===== src/rtl/mem_copy_engine.sv =====
// Block-move master for the data memory: copies len bytes src->dst,
// overlap-safe (descending when dst lies inside the source window).
// Ports: clk, reset (sync, active-high); start/src/dst/len request;
// mem_addr/mem_wr_en/mem_dat_out/mem_dat_in memory port;
// busy, done (1-cycle pulse), checksum (sum mod 2**DW of bytes moved).
module mem_copy_engine #(
  parameter int AW = 8,
  parameter int DW = 8
) (
  input  logic          clk,
  input  logic          reset,
  input  logic          start,
  input  logic [AW-1:0] src,
  input  logic [AW-1:0] dst,
  input  logic [AW-1:0] len,
  output logic [AW-1:0] mem_addr,
  output logic          mem_wr_en,
  output logic [DW-1:0] mem_dat_out,
  input  logic [DW-1:0] mem_dat_in,
  output logic          busy,
  output logic          done,
  output logic [DW-1:0] checksum
);

  typedef enum logic [1:0] {
    S_IDLE,
    S_READ,
    S_WRITE,
    S_DONE
  } state_t;

  localparam logic [AW-1:0] ONE = {{(AW-1){1'b0}}, 1'b1};

  state_t        state_q, state_d;
  logic [AW-1:0] rd_ptr_q, rd_ptr_d;
  logic [AW-1:0] wr_ptr_q, wr_ptr_d;
  logic [AW-1:0] rem_q, rem_d;
  logic          desc_q, desc_d;
  logic [DW-1:0] data_q, data_d;
  logic [DW-1:0] csum_q, csum_d;
  logic [AW-1:0] diff;

  assign diff = dst - src;

  always_comb begin
    state_d  = state_q;
    rd_ptr_d = rd_ptr_q;
    wr_ptr_d = wr_ptr_q;
    rem_d    = rem_q;
    desc_d   = desc_q;
    data_d   = data_q;
    csum_d   = csum_q;
    unique case (state_q)
      S_IDLE: begin
        if (start) begin
          // Copy from the top down when dst starts inside the
          // source window, so no source byte is overwritten early.
          desc_d   = (diff != '0) && (diff < len);
          rd_ptr_d = desc_d ? src + len - ONE : src;
          wr_ptr_d = desc_d ? dst + len - ONE : dst;
          rem_d    = len;
          csum_d   = '0;
          state_d  = (len == '0) ? S_DONE : S_READ;
        end
      end
      S_READ: begin
        data_d   = mem_dat_in;
        csum_d   = csum_q + mem_dat_in;
        rd_ptr_d = desc_q ? rd_ptr_q - ONE : rd_ptr_q + ONE;
        state_d  = S_WRITE;
      end
      S_WRITE: begin
        wr_ptr_d = desc_q ? wr_ptr_q - ONE : wr_ptr_q + ONE;
        rem_d    = rem_q - ONE;
        state_d  = (rem_q == ONE) ? S_DONE : S_READ;
      end
      S_DONE: begin
        state_d = S_IDLE;
      end
      default: begin
        state_d = S_IDLE;
      end
    endcase
  end

  always_ff @(posedge clk) begin
    if (reset) begin
      state_q  <= S_IDLE;
      rd_ptr_q <= '0;
      wr_ptr_q <= '0;
      rem_q    <= '0;
      desc_q   <= 1'b0;
      data_q   <= '0;
      csum_q   <= '0;
    end else begin
      state_q  <= state_d;
      rd_ptr_q <= rd_ptr_d;
      wr_ptr_q <= wr_ptr_d;
      rem_q    <= rem_d;
      desc_q   <= desc_d;
      data_q   <= data_d;
      csum_q   <= csum_d;
    end
  end

  always_comb begin
    mem_addr = '0;
    unique case (state_q)
      S_READ:  mem_addr = rd_ptr_q;
      S_WRITE: mem_addr = wr_ptr_q;
      default: mem_addr = '0;
    endcase
  end

  assign mem_wr_en   = (state_q == S_WRITE);
  assign busy        = (state_q == S_READ) || (state_q == S_WRITE);
  assign done        = (state_q == S_DONE);
  assign mem_dat_out = data_q;
  assign checksum    = csum_q;

endmodule


===== config.mk =====
export PLATFORM = sky130hd
export DESIGN_NAME = mem_copy_engine
export DESIGN_NICKNAME = d
export VERILOG_FILES = /design/src/rtl/mem_copy_engine.sv
export SDC_FILE = /design/constraint.sdc
export NUM_CORES = 1
export LEC_CHECK = 0
export CAP_MARGIN = 40
export CELL_PAD_IN_SITES_DETAIL_PLACEMENT = 1
export CELL_PAD_IN_SITES_GLOBAL_PLACEMENT = 1
export CORE_MARGIN = 2
export CORE_UTILIZATION = 43
export DETAILED_ROUTE_END_ITERATION = 16
export GPL_TIMING_DRIVEN = 1
export HOLD_SLACK_MARGIN = 0.05
export PLACE_DENSITY = 0.91
export SLEW_MARGIN = 15
export SYNTH_ARGS = -nofsm -noshare
export SYNTH_HDL_FRONTEND = slang
export SYNTH_SLANG_ARGS = --single-unit

===== constraint.sdc =====
create_clock -name clk -period 9.7 [get_ports clk]
set_clock_uncertainty 0.1 [all_clocks]
set_input_delay 0.97 -clock clk [delete_from_list [all_inputs] [get_ports clk]]
set_output_delay 0.97 -clock clk [all_outputs]
set_load 0.02 [all_outputs]

==> results of run 1 <==
==> layout make-up <==
| type | instances | area [um2] | area share [%] |
|---|---|---|---|
| well taps | 133 | 166.4 | 3.246 |
| clock buffers | 5 | 68.82 | 1.342 |
| flip-flops and latches | 43 | 860.8 | 16.79 |
| clock inverters | 3 | 23.77 | 0.4638 |
| multi-input cells | 425 | 3099 | 60.46 |
| inverters | 69 | 259.0 | 5.052 |
| repair buffers | 66 | 648.1 | 12.64 |
==> cell usage after synthesis, drive strengths merged (3+ instances only) <==
cell | instances | area (um2)
o21bai | 3 | 22.52
o41ai | 3 | 26.28
o21a | 5 | 37.54
mux2i | 12 | 120.1
nand2 | 30 | 112.6
nor4 | 6 | 37.54
xor2 | 11 | 96.34
a21o | 12 | 90.09
a22oi | 15 | 112.6
a21boi | 3 | 22.52
buf | 7 | 35.03
a21oi | 51 | 255.2
a211oi | 15 | 112.6
nand4 | 4 | 25.02
xnor2 | 16 | 140.1
nor3 | 8 | 40.04
clkbuf | 13 | 48.80
nor2 | 49 | 183.9
dfxtp | 43 | 860.8
inv | 68 | 255.2
nand3 | 13 | 65.06
ha | 65 | 813.3
fa | 6 | 120.1
nand2b | 6 | 37.54
or4 | 4 | 30.03
o22ai | 7 | 43.79
or3 | 5 | 31.28
nor2b | 16 | 100.1
o21ai | 25 | 125.1
and2 | 4 | 27.53
a31oi | 5 | 31.28
==> flip-flops by register name, indices dropped and copies added (netlist names) <==
register     cells
rd_ptr_q         8
state_q          2
mem_dat_out      8
rem_q            8
checksum         8
desc_q           1
wr_ptr_q         8
==> routing by layer <==
metal,track usage (%),vias to the layer above
met5,0,-
met4,9.266,0
met3,3.509,32
met2,47.98,123
met1,27.94,2112
li1,-,2080
==> worst max path at each step <==
stage                      start          end
final                     dst[0]  rd_ptr_q[1]
after global routing      dst[0]  rd_ptr_q[1]
after CTS                 dst[0]  rd_ptr_q[0]
after detailed placement  dst[0]  rd_ptr_q[0]
after global placement    src[1]  rd_ptr_q[0]
after floorplan           src[1]  rd_ptr_q[1]
==> stage by stage <==
step / hold slack [ps] / worst slack (ps)
finish: 391.6 / 4947
global route: 421.9 / 4709
CTS: 396.5 / 4600
detailed placement: 384.0 / 4292
global placement: 358.9 / 4506
floorplan: 349.6 / 5591
==> where the power goes <==
group / switching [uW] / internal [uW] / total (uW)
registers: 26.0 / 200 / 226
logic: 208 / 155 / 363
clock network: 71.6 / 51.6 / 123
==> worst min-delay path: stages, from the launching register on <==
cell and delay, ps:
dfxtp_1 340, nand2_1 60, a21oi_1 50
==> logic make-up after synthesis <==
family | count (synthesis)
AOI/OAI and AO/OA | 163
and+or+nand+nor | 151
buffers and inverters | 89
adders and majority gates | 71
DFF | 43
xor gates and xnor gates | 27
muxes | 13
==> summary.md, run 1 <==
| Metric | Value |
|---|---|
| Status | finished, final reports clean |
| Final nets | ~700 |
| Placed Cells | ~740 |
| WS Path Type | primary input to register |
| Hold EP | checksum[0] |
| TritonCTS Sinks | 43 |
| WP depth | 18 |
| Reg2Reg Launch Point | desc_q |
| # hold bufs at CTS | 0 |
| Detail Route Antenna Nets | 0 |
| Max IR drop VDD | around 0.063 mV |
| Met1 wire length | 5418 um |
| Most common cell after layout, fill and taps aside | inv_1 |
| Horiz. Die Dim | roughly 100 um |
| Synth Area in XOR/XNOR | under 10% |
| Slew HR | 44.72% |
| DR vias/cell | slightly below 6 |
| Num CTS Buffers | 5 |
| CTS clk-pin slew, worst paths | about 90 ps |
| Max-slew violation count | 0 |
| DIE AREA | roughly 11000 um2 |
| Initial core utilization | between 40% and 50% |
| Via count | about 4300 |
| Iter 0 DRT Violations | 214 |
| Wire per inst | 17.96 um |
| Final TNS setup | 0 ps |
| Routability cong. | 0.8551 |
| Primary FF master, synth | dfxtp_1 |
| Die Y | 104.0 um |
| Total gr overflow | 0 |
| Worst Path Arrival | slightly below 5000 ps |
| Largest net degree at the start of global routing | 49 |
| DP Area | 5026 um2 |
| Fin crit share | between 40 and 50% |
| Top routing layer used | met4 |
| Mux cell area share after synthesis | about 3.1% |
| CP Launch Type | primary input |
| Pwr dens | 138.9 nW/um2 |
| Resized cells post-CTS | 0 |
| Max Cap Violations | 0 |
| Compound-gate portion of the synthesized area | approximately 25% |
| Ratio of cells with drive above 1 in the final layout | slightly above 3% |
| CP delay by family, top | compound AO/OA/AOI/OAI gates |
| Hold/Removal Path Class | register to register |
| # fillers | about 1200 |
| Syn nets | roughly 660 |
| Synth warn | 0 |
| Unrepaired setup endpoints after global routing | false |
| Row Count | 36 |
| Cell area after layout | 5126 um2 |
| Tmin final | about 4800 ps |
| R2R depth | 9 |
| Synth Area in Adders | 21.69% |
| Postcts setup bufs | 0 |
| Cell Chain, Critical Path | clkdlybuf4s50_1 > inv_1 > ha_1 > inv_1 > fa_1 > a211o_1 > a21oi_1 > o21bai_1 > xor2_1 > ha_1 > nand4_1 > a21o_1 > a31oi_1 > nor2_1 > buf_4 > and2_4 > a211oi_1 > o32ai_1 |
| Gr usage total | 25.09% |
| Critical path fanouts, max | 14 |
| Core outline area | slightly below 10000 um2 |
| Post-synth EDFFs | 0 |
| Total chip power | about 700 uW |
| Worst Hold Depth | 2 |
| Top-level port count | 62 |
| Finish-stage setup viols | 0 |
| TritonCTS clock tree | yes |
| Met2 wire len | 6961 um |
| Most frequent cells in the layout | inv_1, ha_1, clkdlybuf4s50_1, a21oi_1, nor2_1 |
| Syn_area_per_cell | 7.725 um2 |
| Number of library cell types mapped by synthesis | 57 |
| Cells after Synth | 557 |
| Nature of the critical path endpoint | register |
| Worst Tran Pin Value | 823.7 ps |
| I/O Buffers | 61 |
| # DRC | 0 |
| DRT Pass-1 Iters | 6 |
| Final non-filler cell total | 744 |
| Slowest-stage cell, CP | fa_1 |
| Fmax achieved | 210.4 MHz |
| Clk Latency, worst-skew pair | 310 ps |
| Crit-path max cell delay | roughly 410 ps |
| Clock Path Buffers | 2 |
| Leakage | about 0.0022 uW |
| Antenna cells | 0 |
| Root buffer cell | clkbuf_8 |
| Reg-to-Reg End | rd_ptr_q[7] |
| Bufs and invs on worst path | 4 |
| Critical Path RT | approximately 9800 ps |
| H-tree depth | 2 |
| Cell Area, Synth | roughly 4300 um2 |
| First-pass GRT wire length | ~22000 um |
| Asr flop ratio synth | 0% |
| Final hold vios | 0 |
| Post-synthesis sequential element count | 43 |
| Largest family of logic cells by synthesized area | compound AO/OA/AOI/OAI gates |
| DP Wirelength | 10760 um |
| Initial antenna violation count | 0 |
| Reg2reg setup slack | ~6400 ps |
| Vias in the first global route | ~4700 |
| Post-Synth Simple-Gate Area | roughly 17% |
| Seq/Total Area, Yosys | between 20% and 30% |
| Metal3 WL | approximately 570 um |
| Total routed wirelength | between 10000 and 15000 um |
| Hold_sp | checksum[0] |
| Final Util | 52.69% |
| Area Growth Syn to Fin | 19.13% |
No activity file was read; power rests on OpenSTA's default activity.
==> inputs of run 2 (changes only) <==
--- a/config.mk
+++ b/config.mk
@@ -9,11 +9,11 @@
 export CELL_PAD_IN_SITES_DETAIL_PLACEMENT = 1
 export CELL_PAD_IN_SITES_GLOBAL_PLACEMENT = 1
 export CORE_MARGIN = 2
-export CORE_UTILIZATION = 43
+export CORE_UTILIZATION = 41
 export DETAILED_ROUTE_END_ITERATION = 16
 export GPL_TIMING_DRIVEN = 1
 export HOLD_SLACK_MARGIN = 0.05
-export PLACE_DENSITY = 0.91
+export PLACE_DENSITY = 0.87
 export SLEW_MARGIN = 15
 export SYNTH_ARGS = -nofsm -noshare
 export SYNTH_HDL_FRONTEND = slang
==> constraint.sdc (replaced) <==
create_clock -name clk -period 4.48 [get_ports clk]
set_clock_uncertainty 0.1 [all_clocks]
set_input_delay 0.448 -clock clk [delete_from_list [all_inputs] [get_ports clk]]
set_output_delay 0.448 -clock clk [all_outputs]
set_load 0.02 [all_outputs]
==> summary.md, run 2 (synthesis results as in run 1) <==
| Metric | Value |
|---|---|
| DP Wirelength | 10530 um (was 10760 um) |
| I/O Buffers | 61 (unchanged) |
| Final TNS setup | 0 ps (unchanged) |
| Routability cong. | 0.8806 (was 0.8551) |
| Area of the multi-input gates | 3099 um2 (unchanged) |
| Final nets | 717 (was 716) |
| CP Launch Type | primary input (unchanged) |
| Initial antenna violation count | 0 (unchanged) |
| DR vias/cell | 5.702 (was 5.843) |
| Root buffer cell | clkbuf_8 (unchanged) |
| Max Cap Violations | 0 (unchanged) |
| Worst slack at placement | 191.8 ps (was 4292 ps) |
| Status | finished, final reports clean (unchanged) |
| TritonCTS Sinks | 43 (unchanged) |
| Largest net degree at the start of global routing | 49 (unchanged) |
| Tmin final | 3982 ps |
| # DRC | 0 (unchanged) |
| Die Y | 106.4 um (was 104.0 um) |
| Max-slew violation count | 0 (unchanged) |
| Final hold vios | 0 (unchanged) |
| Pwr dens | 296.1 nW/um2 (was 138.9 nW/um2) |
| Num CTS Buffers | 5 (unchanged) |
| Via count | 4265 (was 4347) |
| First-pass GRT wire length | 21630 um (was 22350 um) |
| TritonCTS clock tree | yes (unchanged) |
| Ratio of cells with drive above 1 in the final layout | 3.105% (was 3.110%) |
| Horiz. Die Dim | 106.4 um (was 104.0 um) |
| # hold bufs at CTS | 0 (unchanged) |
| Vias in the first global route | 4595 (was 4677) |
| Clock Path Buffers | 2 (unchanged) |
| Iter 0 DRT Violations | 158 (was 214) |
| Postcts setup bufs | 0 (unchanged) |
| Placed Cells | 740 (was 735) |
| DIE AREA | 11330 um2 (was 10820 um2) |
| CTS clk-pin slew, worst paths | 90 ps (about the same) |
| Finish-stage setup viols | 0 (unchanged) |
| Critical path fanouts, max | 5 (was 14) |
| Resized cells post-CTS | 0 (unchanged) |
| Worst Tran Pin Value | 846.8 ps (was 823.7 ps) |
| Total chip power | 1519 uW (was 712.0 uW) |
| Fmax achieved | roughly 250 MHz |
| Max IR drop VDD | 0.1202 mV (was 0.06292 mV) |
| Wire per inst | 17.38 um (was 17.96 um) |
| DRT Pass-1 Iters | 4 (was 6) |
| Final non-filler cell total | 748 (was 744) |
| Critical Path RT | 4590 ps (was 9770 ps) |
| Core outline area | 10280 um2 (was 9729 um2) |
| # fillers | 1300 (was 1231) |
| Most frequent cells in the layout | inv_1, ha_1, clkdlybuf4s50_1, a21oi_1, nor2_1 (unchanged) |
| Top-level port count | 62 (unchanged) |
| Hold/Removal Path Class | register to register (unchanged) |
| Clk Latency, worst-skew pair | 300 ps (was 310 ps) |
| Initial core utilization | 41.87% (was 44.23%) |
| DP Area | 5045 um2 (was 5026 um2) |
| Slew HR | 43.17% (was 44.72%) |
| Total routed wirelength | 13000 um (was 13370 um) |
| Total gr overflow | 0 (unchanged) |
| Cell area after layout | 5130 um2 (was 5126 um2) |
| Detail Route Antenna Nets | 0 (unchanged) |
| Nature of the critical path endpoint | register (unchanged) |
| H-tree depth | 2 (unchanged) |
| Antenna cells | 0 (unchanged) |
| Worst Path Arrival | 4100 ps (was 4820 ps) |
| Most common cell after layout, fill and taps aside | inv_1 (unchanged) |
| WS Path Type | primary input to register (unchanged) |
| Final WS setup | 498.3 ps (was 4947 ps) |
| Leakage | 0.002210 uW (was 0.002205 uW) |
| Gr usage total | 23.68% (was 25.09%) |
| Fin crit share | roughly nine tenths |
| Unrepaired setup endpoints after global routing | false (unchanged) |
| Row Count | 37 (was 36) |
| Register area | 860.8 um2 (unchanged) |
| Area Growth Syn to Fin | 19.22% (was 19.13%) |
## run 2: cell count changes in the layout (fill, tap and decap cells not counted)
cell / before / now
buf_4: 5 / 6
inv_6: 1 / 0
clkinv_2: 0 / 1
clkinvlp_4: 2 / 1
clkbuf_1: 0 / 1
## run 2: layout make-up
class | instances | area share [%]
multi-input combinational | 425 | 60.41
sequential | 43 | 16.78
timing repair buffer | 67 | 12.78
inverter | 69 | 5.049
tap | 136 | 3.317
clock buffer | 6 | 1.415
clock inverter | 2 | 0.2439
## run 2: layer usage
metal	global-route usage, %	vias to the layer above	part of all wire, %
li1	-	2080	-
met1	27.38	2051	42
met2	43.68	104	51
met3	3.127	30	4.2
met4	9.740	0	3.3
met5	0	-	0
## run 2: worst max-delay path, cell delays in order
cell and delay [ps]:
clkdlybuf4s50_1 450, inv_1 100, ha_1 340, nor2b_1 140, o2111a_1 270, o41a_1 380, or3_1 360, and2_1 150
ha_1 260, inv_1 60, a31oi_1 50, nor2_1 290, nand2_1 190, or3_1 360, a311oi_1 240
## run 2: worst paths after layout
path	start	to	slack (ps)	depth (start not counted)
max	src[1]	rd_ptr_q[0]	500	15
max reg2reg	desc_q	rd_ptr_q[7]	1320	9
min	rem_q[6]	rem_q[6]	380	2
min reg2reg	rem_q[6]	rem_q[6]	380	2
## run 2: where the power goes
group | internal (uW) | switching, uW | leakage [uW]
Combinational | 337 | 440 | 0.00182
Sequential | 433 | 55.1 | 0.000353
Clock | 109 | 144 | 0.0000412
Total | 880 | 639 | 0.00221
## run 2: per-stage QoR
step                util (%)  hold WS, ps
finish                 49.91        382.7
global route           49.91        405.5
CTS                    49.91        386.5
detailed placement     49.09        375.4
global placement       49.09        360.0
floorplan                  -        349.6
